--- src/rtl/alu_pkg.sv ---
// Shared definitions for the instruction-decode stage that feeds the ALU.
// Holds the ALUctl op codes, the RV32I major opcodes and the decoded-bundle type.
package alu_pkg;

    localparam int XLEN = 32;

    // ALUctl operation codes understood by the combinational ALU
    localparam logic [4:0] ALU_AND   = 5'd0;
    localparam logic [4:0] ALU_OR    = 5'd1;
    localparam logic [4:0] ALU_ADD   = 5'd2;
    localparam logic [4:0] ALU_XOR   = 5'd3;
    localparam logic [4:0] ALU_SLL   = 5'd4;
    localparam logic [4:0] ALU_SRL   = 5'd5;
    localparam logic [4:0] ALU_SUB   = 5'd6;
    localparam logic [4:0] ALU_SLT   = 5'd7;
    localparam logic [4:0] ALU_SGE   = 5'd8;
    localparam logic [4:0] ALU_PASSA = 5'd9;
    localparam logic [4:0] ALU_PASSB = 5'd10;
    localparam logic [4:0] ALU_EQ    = 5'd11;
    localparam logic [4:0] ALU_NE    = 5'd12;
    localparam logic [4:0] ALU_SLTU  = 5'd13;
    localparam logic [4:0] ALU_SGEU  = 5'd14;
    localparam logic [4:0] ALU_SRA   = 5'd15;

    // RV32I major opcodes (instr[6:0])
    localparam logic [6:0] OPC_OP     = 7'b0110011;
    localparam logic [6:0] OPC_OPIMM  = 7'b0010011;
    localparam logic [6:0] OPC_LUI    = 7'b0110111;
    localparam logic [6:0] OPC_AUIPC  = 7'b0010111;
    localparam logic [6:0] OPC_BRANCH = 7'b1100011;
    localparam logic [6:0] OPC_LOAD   = 7'b0000011;
    localparam logic [6:0] OPC_STORE  = 7'b0100011;
    localparam logic [6:0] OPC_JAL    = 7'b1101111;
    localparam logic [6:0] OPC_JALR   = 7'b1100111;

    typedef struct packed {
        logic [4:0]      alu_ctl;
        logic            a_sel;
        logic            b_sel;
        logic [XLEN-1:0] imm;
        logic [4:0]      rs1;
        logic [4:0]      rs2;
        logic [4:0]      rd;
        logic            reg_write;
        logic            is_load;
        logic            is_store;
        logic            is_branch;
        logic            is_jump;
        logic            illegal;
    } dec_t;

    // Arithmetic/logic op for OP and OP-IMM; alt selects sub/sra encodings
    function automatic logic [4:0] arith_op(input logic [2:0] f3, input logic alt);
        case (f3)
            3'b000:  arith_op = alt ? ALU_SUB : ALU_ADD;
            3'b001:  arith_op = ALU_SLL;
            3'b010:  arith_op = ALU_SLT;
            3'b011:  arith_op = ALU_SLTU;
            3'b100:  arith_op = ALU_XOR;
            3'b101:  arith_op = alt ? ALU_SRA : ALU_SRL;
            3'b110:  arith_op = ALU_OR;
            default: arith_op = ALU_AND;
        endcase
    endfunction

endpackage

--- src/rtl/alu_decode_comb.sv ---
// Purely combinational RV32I instruction -> decoded bundle translation.
// Unsupported encodings collapse to an all-zero bundle with only illegal set.
module alu_decode_comb
    import alu_pkg::*;
(
    input  logic [31:0] instr_i,
    output dec_t        dec_o
);

    logic [6:0]      opc;
    logic [2:0]      f3;
    logic [6:0]      f7;
    logic            f7_zero;
    logic            f7_alt;
    logic [XLEN-1:0] imm_i, imm_s, imm_b, imm_u, imm_j;

    assign opc     = instr_i[6:0];
    assign f3      = instr_i[14:12];
    assign f7      = instr_i[31:25];
    assign f7_zero = (f7 == 7'b0000000);
    assign f7_alt  = (f7 == 7'b0100000);
    assign imm_i   = {{20{instr_i[31]}}, instr_i[31:20]};
    assign imm_s   = {{20{instr_i[31]}}, instr_i[31:25], instr_i[11:7]};
    assign imm_b   = {{19{instr_i[31]}}, instr_i[31], instr_i[7], instr_i[30:25], instr_i[11:8], 1'b0};
    assign imm_u   = {instr_i[31:12], 12'b0};
    assign imm_j   = {{11{instr_i[31]}}, instr_i[31], instr_i[19:12], instr_i[20], instr_i[30:21], 1'b0};

    // Decode by major opcode, then squash illegal encodings and writes to x0
    always_comb begin
        logic legal;
        dec_o = '0;
        legal = 1'b1;
        case (opc)
            OPC_OP: begin
                legal          = f7_zero || (f7_alt && (f3 == 3'b000 || f3 == 3'b101));
                dec_o.alu_ctl  = arith_op(f3, f7_alt);
                dec_o.rs1      = instr_i[19:15];
                dec_o.rs2      = instr_i[24:20];
                dec_o.rd       = instr_i[11:7];
                dec_o.reg_write = 1'b1;
            end
            OPC_OPIMM: begin
                if (f3 == 3'b001) begin
                    legal = f7_zero;
                end else if (f3 == 3'b101) begin
                    legal = f7_zero || f7_alt;
                end
                // Shift amounts are zero-extended so the ALU can shift by all of B
                dec_o.alu_ctl  = arith_op(f3, (f3 == 3'b101) && f7_alt);
                dec_o.imm      = (f3 == 3'b001 || f3 == 3'b101) ? {27'b0, instr_i[24:20]} : imm_i;
                dec_o.b_sel    = 1'b1;
                dec_o.rs1      = instr_i[19:15];
                dec_o.rd       = instr_i[11:7];
                dec_o.reg_write = 1'b1;
            end
            OPC_LUI: begin
                dec_o.alu_ctl  = ALU_PASSB;
                dec_o.b_sel    = 1'b1;
                dec_o.imm      = imm_u;
                dec_o.rd       = instr_i[11:7];
                dec_o.reg_write = 1'b1;
            end
            OPC_AUIPC: begin
                dec_o.alu_ctl  = ALU_ADD;
                dec_o.a_sel    = 1'b1;
                dec_o.b_sel    = 1'b1;
                dec_o.imm      = imm_u;
                dec_o.rd       = instr_i[11:7];
                dec_o.reg_write = 1'b1;
            end
            OPC_BRANCH: begin
                case (f3)
                    3'b000:  dec_o.alu_ctl = ALU_EQ;
                    3'b001:  dec_o.alu_ctl = ALU_NE;
                    3'b100:  dec_o.alu_ctl = ALU_SLT;
                    3'b101:  dec_o.alu_ctl = ALU_SGE;
                    3'b110:  dec_o.alu_ctl = ALU_SLTU;
                    3'b111:  dec_o.alu_ctl = ALU_SGEU;
                    default: legal = 1'b0;
                endcase
                dec_o.imm       = imm_b;
                dec_o.rs1       = instr_i[19:15];
                dec_o.rs2       = instr_i[24:20];
                dec_o.is_branch = 1'b1;
            end
            OPC_LOAD: begin
                legal          = (f3 == 3'b000) || (f3 == 3'b001) || (f3 == 3'b010) ||
                                 (f3 == 3'b100) || (f3 == 3'b101);
                dec_o.alu_ctl  = ALU_ADD;
                dec_o.b_sel    = 1'b1;
                dec_o.imm      = imm_i;
                dec_o.rs1      = instr_i[19:15];
                dec_o.rd       = instr_i[11:7];
                dec_o.reg_write = 1'b1;
                dec_o.is_load  = 1'b1;
            end
            OPC_STORE: begin
                legal          = (f3 == 3'b000) || (f3 == 3'b001) || (f3 == 3'b010);
                dec_o.alu_ctl  = ALU_ADD;
                dec_o.b_sel    = 1'b1;
                dec_o.imm      = imm_s;
                dec_o.rs1      = instr_i[19:15];
                dec_o.rs2      = instr_i[24:20];
                dec_o.is_store = 1'b1;
            end
            OPC_JAL: begin
                dec_o.alu_ctl  = ALU_ADD;
                dec_o.a_sel    = 1'b1;
                dec_o.b_sel    = 1'b1;
                dec_o.imm      = imm_j;
                dec_o.rd       = instr_i[11:7];
                dec_o.reg_write = 1'b1;
                dec_o.is_jump  = 1'b1;
            end
            OPC_JALR: begin
                legal          = (f3 == 3'b000);
                dec_o.alu_ctl  = ALU_ADD;
                dec_o.b_sel    = 1'b1;
                dec_o.imm      = imm_i;
                dec_o.rs1      = instr_i[19:15];
                dec_o.rd       = instr_i[11:7];
                dec_o.reg_write = 1'b1;
                dec_o.is_jump  = 1'b1;
            end
            default: legal = 1'b0;
        endcase
        if (!legal) begin
            dec_o         = '0;
            dec_o.illegal = 1'b1;
        end
        if (dec_o.rd == 5'd0) begin
            dec_o.reg_write = 1'b0;
        end
    end

endmodule

--- src/rtl/alu_decode.sv ---
// Registered decode stage: valid/ready handshake on both sides around alu_decode_comb.
// Build option ALU_DECODE_SKID_EN selects a 2-entry skid buffer with a registered
// in_ready; otherwise a single output register with combinational in_ready.
module alu_decode
    import alu_pkg::*;
(
    input  logic            clk,
    input  logic            rst_n,
    input  logic            flush,
    input  logic            in_valid,
    output logic            in_ready,
    input  logic [31:0]     in_instr,
    input  logic [XLEN-1:0] in_pc,
    output logic            out_valid,
    input  logic            out_ready,
    output logic [4:0]      alu_ctl,
    output logic            a_sel,
    output logic            b_sel,
    output logic [XLEN-1:0] imm,
    output logic [4:0]      rs1,
    output logic [4:0]      rs2,
    output logic [4:0]      rd,
    output logic [XLEN-1:0] pc,
    output logic            reg_write,
    output logic            is_load,
    output logic            is_store,
    output logic            is_branch,
    output logic            is_jump,
    output logic            illegal
);

    dec_t            dec;
    dec_t            m_bund_q, m_bund_d;
    logic [XLEN-1:0] m_pc_q, m_pc_d;
    logic            m_valid_q, m_valid_d;

    alu_decode_comb u_comb (
        .instr_i (in_instr),
        .dec_o   (dec)
    );

`ifdef ALU_DECODE_SKID_EN
    dec_t            s_bund_q, s_bund_d;
    logic [XLEN-1:0] s_pc_q, s_pc_d;
    logic            s_valid_q, s_valid_d;
    logic            rdy_q, rdy_d;
    logic            push, pop;

    assign in_ready = rdy_q;
    assign push     = in_valid && rdy_q;
    assign pop      = m_valid_q && out_ready;

    // Skid next-state: output entry refills from skid first, new words park in skid on stall
    always_comb begin
        m_valid_d = m_valid_q;
        m_bund_d  = m_bund_q;
        m_pc_d    = m_pc_q;
        s_valid_d = s_valid_q;
        s_bund_d  = s_bund_q;
        s_pc_d    = s_pc_q;
        if (flush) begin
            m_valid_d = 1'b0;
            s_valid_d = 1'b0;
        end else if (s_valid_q) begin
            if (pop) begin
                m_bund_d  = s_bund_q;
                m_pc_d    = s_pc_q;
                s_valid_d = 1'b0;
            end
        end else if (!m_valid_q || pop) begin
            m_valid_d = push;
            if (push) begin
                m_bund_d = dec;
                m_pc_d   = in_pc;
            end
        end else if (push) begin
            s_valid_d = 1'b1;
            s_bund_d  = dec;
            s_pc_d    = in_pc;
        end
        rdy_d = !s_valid_d;
    end

    // Skid entry and registered ready; cleared asynchronously on reset
    always_ff @(posedge clk or negedge rst_n) begin
        if (!rst_n) begin
            s_valid_q <= 1'b0;
            s_bund_q  <= '0;
            s_pc_q    <= '0;
            rdy_q     <= 1'b1;
        end else begin
            s_valid_q <= s_valid_d;
            s_bund_q  <= s_bund_d;
            s_pc_q    <= s_pc_d;
            rdy_q     <= rdy_d;
        end
    end
`else
    assign in_ready = !m_valid_q || out_ready;

    // Single-entry next-state: load whenever the slot is free or being drained
    always_comb begin
        m_valid_d = m_valid_q;
        m_bund_d  = m_bund_q;
        m_pc_d    = m_pc_q;
        if (flush) begin
            m_valid_d = 1'b0;
        end else if (in_ready) begin
            m_valid_d = in_valid;
            if (in_valid) begin
                m_bund_d = dec;
                m_pc_d   = in_pc;
            end
        end
    end
`endif

    // Output entry; reset clears payload too so nothing partial is ever visible
    always_ff @(posedge clk or negedge rst_n) begin
        if (!rst_n) begin
            m_valid_q <= 1'b0;
            m_bund_q  <= '0;
            m_pc_q    <= '0;
        end else begin
            m_valid_q <= m_valid_d;
            m_bund_q  <= m_bund_d;
            m_pc_q    <= m_pc_d;
        end
    end

    assign out_valid = m_valid_q;
    assign alu_ctl   = m_bund_q.alu_ctl;
    assign a_sel     = m_bund_q.a_sel;
    assign b_sel     = m_bund_q.b_sel;
    assign imm       = m_bund_q.imm;
    assign rs1       = m_bund_q.rs1;
    assign rs2       = m_bund_q.rs2;
    assign rd        = m_bund_q.rd;
    assign pc        = m_pc_q;
    assign reg_write = m_bund_q.reg_write;
    assign is_load   = m_bund_q.is_load;
    assign is_store  = m_bund_q.is_store;
    assign is_branch = m_bund_q.is_branch;
    assign is_jump   = m_bund_q.is_jump;
    assign illegal   = m_bund_q.illegal;

endmodule
--- config.mk ---
export PLATFORM = sky130hd
export DESIGN_NAME = alu_decode
export DESIGN_NICKNAME = d
export VERILOG_FILES = /design/src/rtl/alu_pkg.sv /design/src/rtl/alu_decode_comb.sv /design/src/rtl/alu_decode.sv
export SDC_FILE = /design/constraint.sdc
export NUM_CORES = 1
export LEC_CHECK = 0
export ABC_CLOCK_PERIOD_IN_PS = 1800
export BUFFER_PORTS_ARGS = -buffer_cell sky130_fd_sc_hd__buf_4
export CAP_MARGIN = 10
export CORE_ASPECT_RATIO = 0.5
export CORE_UTILIZATION = 30
export DETAILED_ROUTE_END_ITERATION = 7
export GPL_ROUTABILITY_DRIVEN = 1
export PLACE_DENSITY = 0.53
export SYNTH_ARGS = -nofsm -noshare
export SYNTH_HDL_FRONTEND = slang
export SYNTH_SLANG_ARGS = --single-unit
--- constraint.sdc ---
create_clock -name clk -period 1.8 [get_ports clk]
set_clock_uncertainty 0.15 [all_clocks]
set_input_delay 0.18 -clock clk [delete_from_list [all_inputs] [get_ports clk]]
set_output_delay 0.18 -clock clk [all_outputs]
set_load 0.02 [all_outputs]
# == Word level (Yosys, flattened, before mapping) ==
# Index checks and enable logic that the tools add are counted.
# W data, S select, Z words.
# classes
n_eq_ne,17
n_mux,27
bitwise_logic,1
reduce_logical,28
# ops
operator,n
$pmux W32 S6,1
$pmux W5 S7,2
$mux W60,1
$mux W32,1
$eq A7 B6 Y1 const B,4
$pmux W5 S5,1
$pmux W4 S6,1
$eq A7 B7 Y1 const B,3
$eq A7 B5 Y1 const B,2
$reduce_or A7 Y1,2
$eq A3 B3 Y1 const B,4
$mux W1,12
$reduce_or A6 Y1,2
$mux W5,2
$logic_or A1 B1 Y1,9
$mux W4,2
$reduce_or A2 Y1,4
$eq A7 B2 Y1 const B,1
$logic_not A7 Y1,1
$pmux W1 S7,1
$eq A3 B2 Y1 const B,2
$mux W3,2
$mux W6,1
$reduce_or A3 Y1,2
9 further kinds,10
# totals
register_bits,93
in_bits,69
output_inout_bits,94
elab_cells,88

# == Logic depth before layout (Yosys ltp) ==
# logic_depth
depth_word,9
mapped_depth,8

# == Cells and area by module ==
# From an unflattened synthesis, not the netlist that was laid out.
# hier_totals
hier_cells,388
hier_area_um2,4997.3
# by_module_without_submodules
module,instances,cells_each,area_each_um2
alu_decode,1,200,3895.0
alu_decode_comb,1,188,1102.3

# == Worst setup path after synthesis ==
# No wires, ideal clock.
# synth_timing
path_kind,register to register
from,"register m_valid_q, in the netlist out_valid"
to,"register m_pc_q[0], in the netlist pc[0]"
setup_time_ns,0.065
arrival_ns,1.816
t_required_ns,1.585
setup_slack_ns,-0.231
stages_incl_launch_ff,9
n_path_buf,3
path_cell_list,dfrtp_1 -> nor2b_1 -> inv_1 -> nand3b_1 -> clkbuf_1 -> buf_2 -> buf_1 -> nand2_1 -> nand2_1
# synth_between
elab_chain_cells,3
# synth_rtl
element,line,text
"start, declared",alu_decode.sv:35,"logic m_valid_q, m_valid_d;"
"start signal, assigned",alu_decode.sv:125,m_valid_q <= m_valid_d;
$logic_not A1 Y1,alu_decode.sv:99,assign in_ready = !m_valid_q || out_ready;
$logic_or A1 B1 Y1,alu_decode.sv:99,
net in_ready,alu_decode.sv:11,"output logic in_ready,"
$reduce_and A3 Y1 (no source line),n/a,
"end signal, assigned",alu_decode.sv:127,m_pc_q <= m_pc_d;
"end, declared",alu_decode.sv:34,"logic [XLEN-1:0] m_pc_q, m_pc_d;"
# The timed path passes the listed nets, and every way through them passes these cells.
# A chain may end at the register's enable or synchronous reset.

# == Worst setup path in the final report ==
# layout_timing
from,"register m_valid_q, in the netlist out_valid"
to,"register m_bund_q, in the netlist is_jump"
# layout_between
elab_chain_cells,3
# layout_rtl
element,line,text
$logic_not A1 Y1,alu_decode.sv:99,
$logic_or A1 B1 Y1,alu_decode.sv:99,
$reduce_and A3 Y1 (no source line),n/a,
"end signal, assigned",alu_decode.sv:126,m_bund_q <= m_bund_d;
"end, declared",alu_decode.sv:33,"dec_t m_bund_q, m_bund_d;"
# No other way between the ends.

==> out/results.tsv <==
stage	metric	value	unit
status	outcome	finished with violations	
status	violations	negative setup slack	
detailed_routing	dr.pass1.iters	4	
logic_synthesis	muxShareOfSynthArea	0	%
power	powerDensity	701	mW/mm2
logic_synthesis	yosys.area_share.simple	20.9	%
floorplan	std_cell_rows	30	
detailed_routing	via_per_inst	4.68	
cells_and_area	final_common_cell	buf_4	
timing	setup-tns-final	-2.43	ns
timing	tightest_slew	0.798	ns
detailed_routing	wl	14300	um
detailed_routing	initialDrtViolationCount	275	
logic_synthesis	ys_seq_area_share	53.0	%
clocking	cts_buffer_depth	2	
critical_path	path_class	flip-flop to flip-flop	
cells_and_area	antenna_cells	0	
clocking	clock_sinks	92	
critical_path	crit_path_end	is_jump$_DFFE_PN0P_	
power	leakage	3.51	nW
critical_path	worst_ep_arrival_time	2.01	ns
cells_and_area	multi_input_area	0.00187	mm2
critical_path	rr_endpoint	is_jump$_DFFE_PN0P_	
detailed_routing	wl_per_cell	15.4	um
logic_synthesis	async_flop_share	100	%
logic_synthesis	synth_xor_area_share	0.202	%
placed_design	dp_hpwl	10300	um
timing	max_freq	529	MHz
detailed_routing	via_count	4318	
floorplan	initial_core_util	31.3	%
logic_synthesis	synthDistinctLibCells	61	
detailed_routing	ant_nets	0	
floorplan	die-area	0.0150	mm2
logic_synthesis	synth.top_cell.area_share	53.0	%
clocking	cts_root_buffer	clkbuf_16	
cells_and_area	fin_nets	796	
timing	period_share	105	%
global_route	grt_overflow	0	
logic_synthesis	synth-compound-area-share	21.5	%
logic_synthesis	synth_area_leaders	dfrtp_1, nand2_1, a32o_1	
critical_path	crit_required	1.92	ns
floorplan	fp.dieH	87.1	um
logic_synthesis	synth_top_area_cell	dfrtp_1	
placed_design	port_buffers	161	
timing	grt_setup_unrepaired	yes	
global_route	grt.total_usage	19.2	%
floorplan	coreArea	0.0139	mm2
logic_synthesis	syn-num-nets	527	
placed_design	gp_congestion	0.886	
cells_and_area	drive_above_1_share	36.7	%
timing	setup_violations	59	
logic_synthesis	avgSynthCellArea	9.48	um2
logic_synthesis	ys.flop_type	dfrtp_1	
logic_synthesis	ys_seq_elements	92	
cells_and_area	final_cell_mix	buf_4, nand2_1, dfrtp_1	
global_route	grt_pass1_vias	4225	
timing	hold_violations	0	
floorplan	io_pins	163	
critical_path	end_kind	flip-flop	
cells_and_area	register_area	0.00230	mm2
power	ir_drop	0.000454	V
critical_path	reg2reg_depth	6	
critical_path	rrSetupSlack	-0.09	ns
critical_path	start_kind	flip-flop	
clocking	clk_latency	0.33	ns
clocking	cts_buffers	9	
flow_run	drv_cap	0	
floorplan	die_x	172	um
logic_synthesis	synth_top_family_by_area	compound AO/OA/AOI/OAI gates	
critical_path	cp_max_fo	16	
logic_synthesis	synth-edff-count	0	
timing	min_period	1.89	ns
clocking	clk_pin_slew_worst_paths	0.07	ns
global_route	antenna_found_initial	0	
detailed_routing	drcViolationCount	0	
cells_and_area	nFillCells	1300	
logic_synthesis	yosysWarnings	0	
timing	finalMaxSlewViolations	0	
critical_path	regToRegStartpoint	out_valid$_DFFE_PN0P_	
logic_synthesis	synth_fa_ha_area_share	0	%
timing	worst_slack	-0.0898	ns
placed_design	dp_slack	-0.221	ns
critical_path	cp-startpoint	out_valid$_DFFE_PN0P_	
clocking	cts_tree	done	
clocking	cts.htree.levels	3	
hold_path	min_path_type	input port to flip-flop	
cells_and_area	area_delta_synth_final	63.0	%
global_route	grt_pass1_wl	22100	um
logic_synthesis	synth_area	0.00434	mm2
timing	slew_headroom	45.9	%
logic_synthesis	postSynthCellCount	458	
global_route	grt_max_degree	41	
cell type report:
cell class              instances  area share (%)
clock buffers                  10            3.24
clock inverters                 5           0.531
inverters                       4           0.212
multi-input cells             330            26.5
flip-flops and latches         92            32.6
well taps                     192            3.40
repair buffers                290            33.6
worst min path at each step:
stage / depth (start not counted) / to / from
final: 2 / rd[0]$_DFFE_PN0P_ / in_instr[7]
after global routing: 2 / rd[0]$_DFFE_PN0P_ / in_instr[7]
after CTS: 2 / rd[0]$_DFFE_PN0P_ / in_instr[7]
after detailed placement: 1 / imm[1]$_DFFE_PN0P_ / rst_n
after global placement: 1 / imm[1]$_DFFE_PN0P_ / rst_n
after floorplan: 0 / a_sel$_DFFE_PN0P_ / rst_n
metal layers:
| layer | vias up | wire [um] | part of all wire [%] | global-route usage, % |
|---|---|---|---|---|
| met3 | 2 | 636 | 4.5 | 3.82 |
| met4 | 0 | 34 | 0.24 | 3.54 |
| li1 | 2147 | - | - | - |
| met1 | 2062 | 6780 | 48 | 26.4 |
| met5 | - | 0 | 0 | 0 |
| met2 | 107 | 6810 | 48 | 31.9 |
flip-flops by register name (all words and copies together), names as in the netlist:
name and cells:
illegal 1, reg_write 1, imm 32, a_sel 1, alu_ctl 4, b_sel 1, rs2 5, rs1 5
is_jump 1, is_load 1, out_valid 1, pc 32, rd 5, is_store 1, is_branch 1
worst max-delay path, stage by stage, from the launching register on:
cell and delay [ns]:
dfrtp_2 0.40, nor2b_4 0.13, nor3b_4 0.30, o311a_1 0.27, a21boi_4 0.23, buf_12 0.17, a32o_1 0.17
Yosys cell counts (3+ instances only):
master and instances:
nor2_1 12, and3b_1 3, a22oi_1 16, a32o_1 13
and2_1 4, dfrtp_1 92, a21oi_1 11, a22o_1 12
o211ai_1 4, nand2_1 148, o21ai_1 18, buf_6 5
buf_2 8, o21ai_0 21, nor2b_1 7, clkbuf_1 17
nand2b_1 5, nand3_1 6, inv_1 4, nor3_1 3
cells by family (layout without fill, tap and decap cells):
logic type / count (synthesis) / after routing
AOI/OAI and AO/OA: 125 / 125
xor gates and xnor gates: 1 / 1
buffers and inverters: 36 / 309
DFF: 92 / 92
other: 1 / 1
and+or+nand+nor: 203 / 203
timing repair:
item | CTS | global route
endpoints found under the setup margin | 60 | 91
resized for setup | 0 | 10
pin swaps | 3 | 5
gates cloned | 0 | 0
hold buffers | 50 | 0
endpoints found under the hold margin | 90 | 0
setup buffers | 1 | 1
stage by stage:
step | power [W] | hold slack, ns | std cells | utilization [%] | cell area [um2]
after floorplan | 0.00265 | -0.266 | 458 | - | 4360
after global placement | 0.00316 | 0.0527 | 856 | 45.3 | 6270
after detailed placement | 0.00317 | 0.0520 | 856 | 45.3 | 6270
after CTS | 0.00503 | 0.00807 | 922 | 50.9 | 7050
after global routing | 0.00521 | 0.0139 | 923 | 51.1 | 7080
final | 0.00496 | 0.0272 | 923 | 51.1 | 7080
where the power goes:
group          total, W  internal (W)  switching [W]
clock           0.00173      0.000934       0.000800
sequential      0.00223       0.00217      0.0000555
combinational  0.000995      0.000480       0.000516
total           0.00496       0.00359        0.00137
Power figures use the tool's default switching activity.
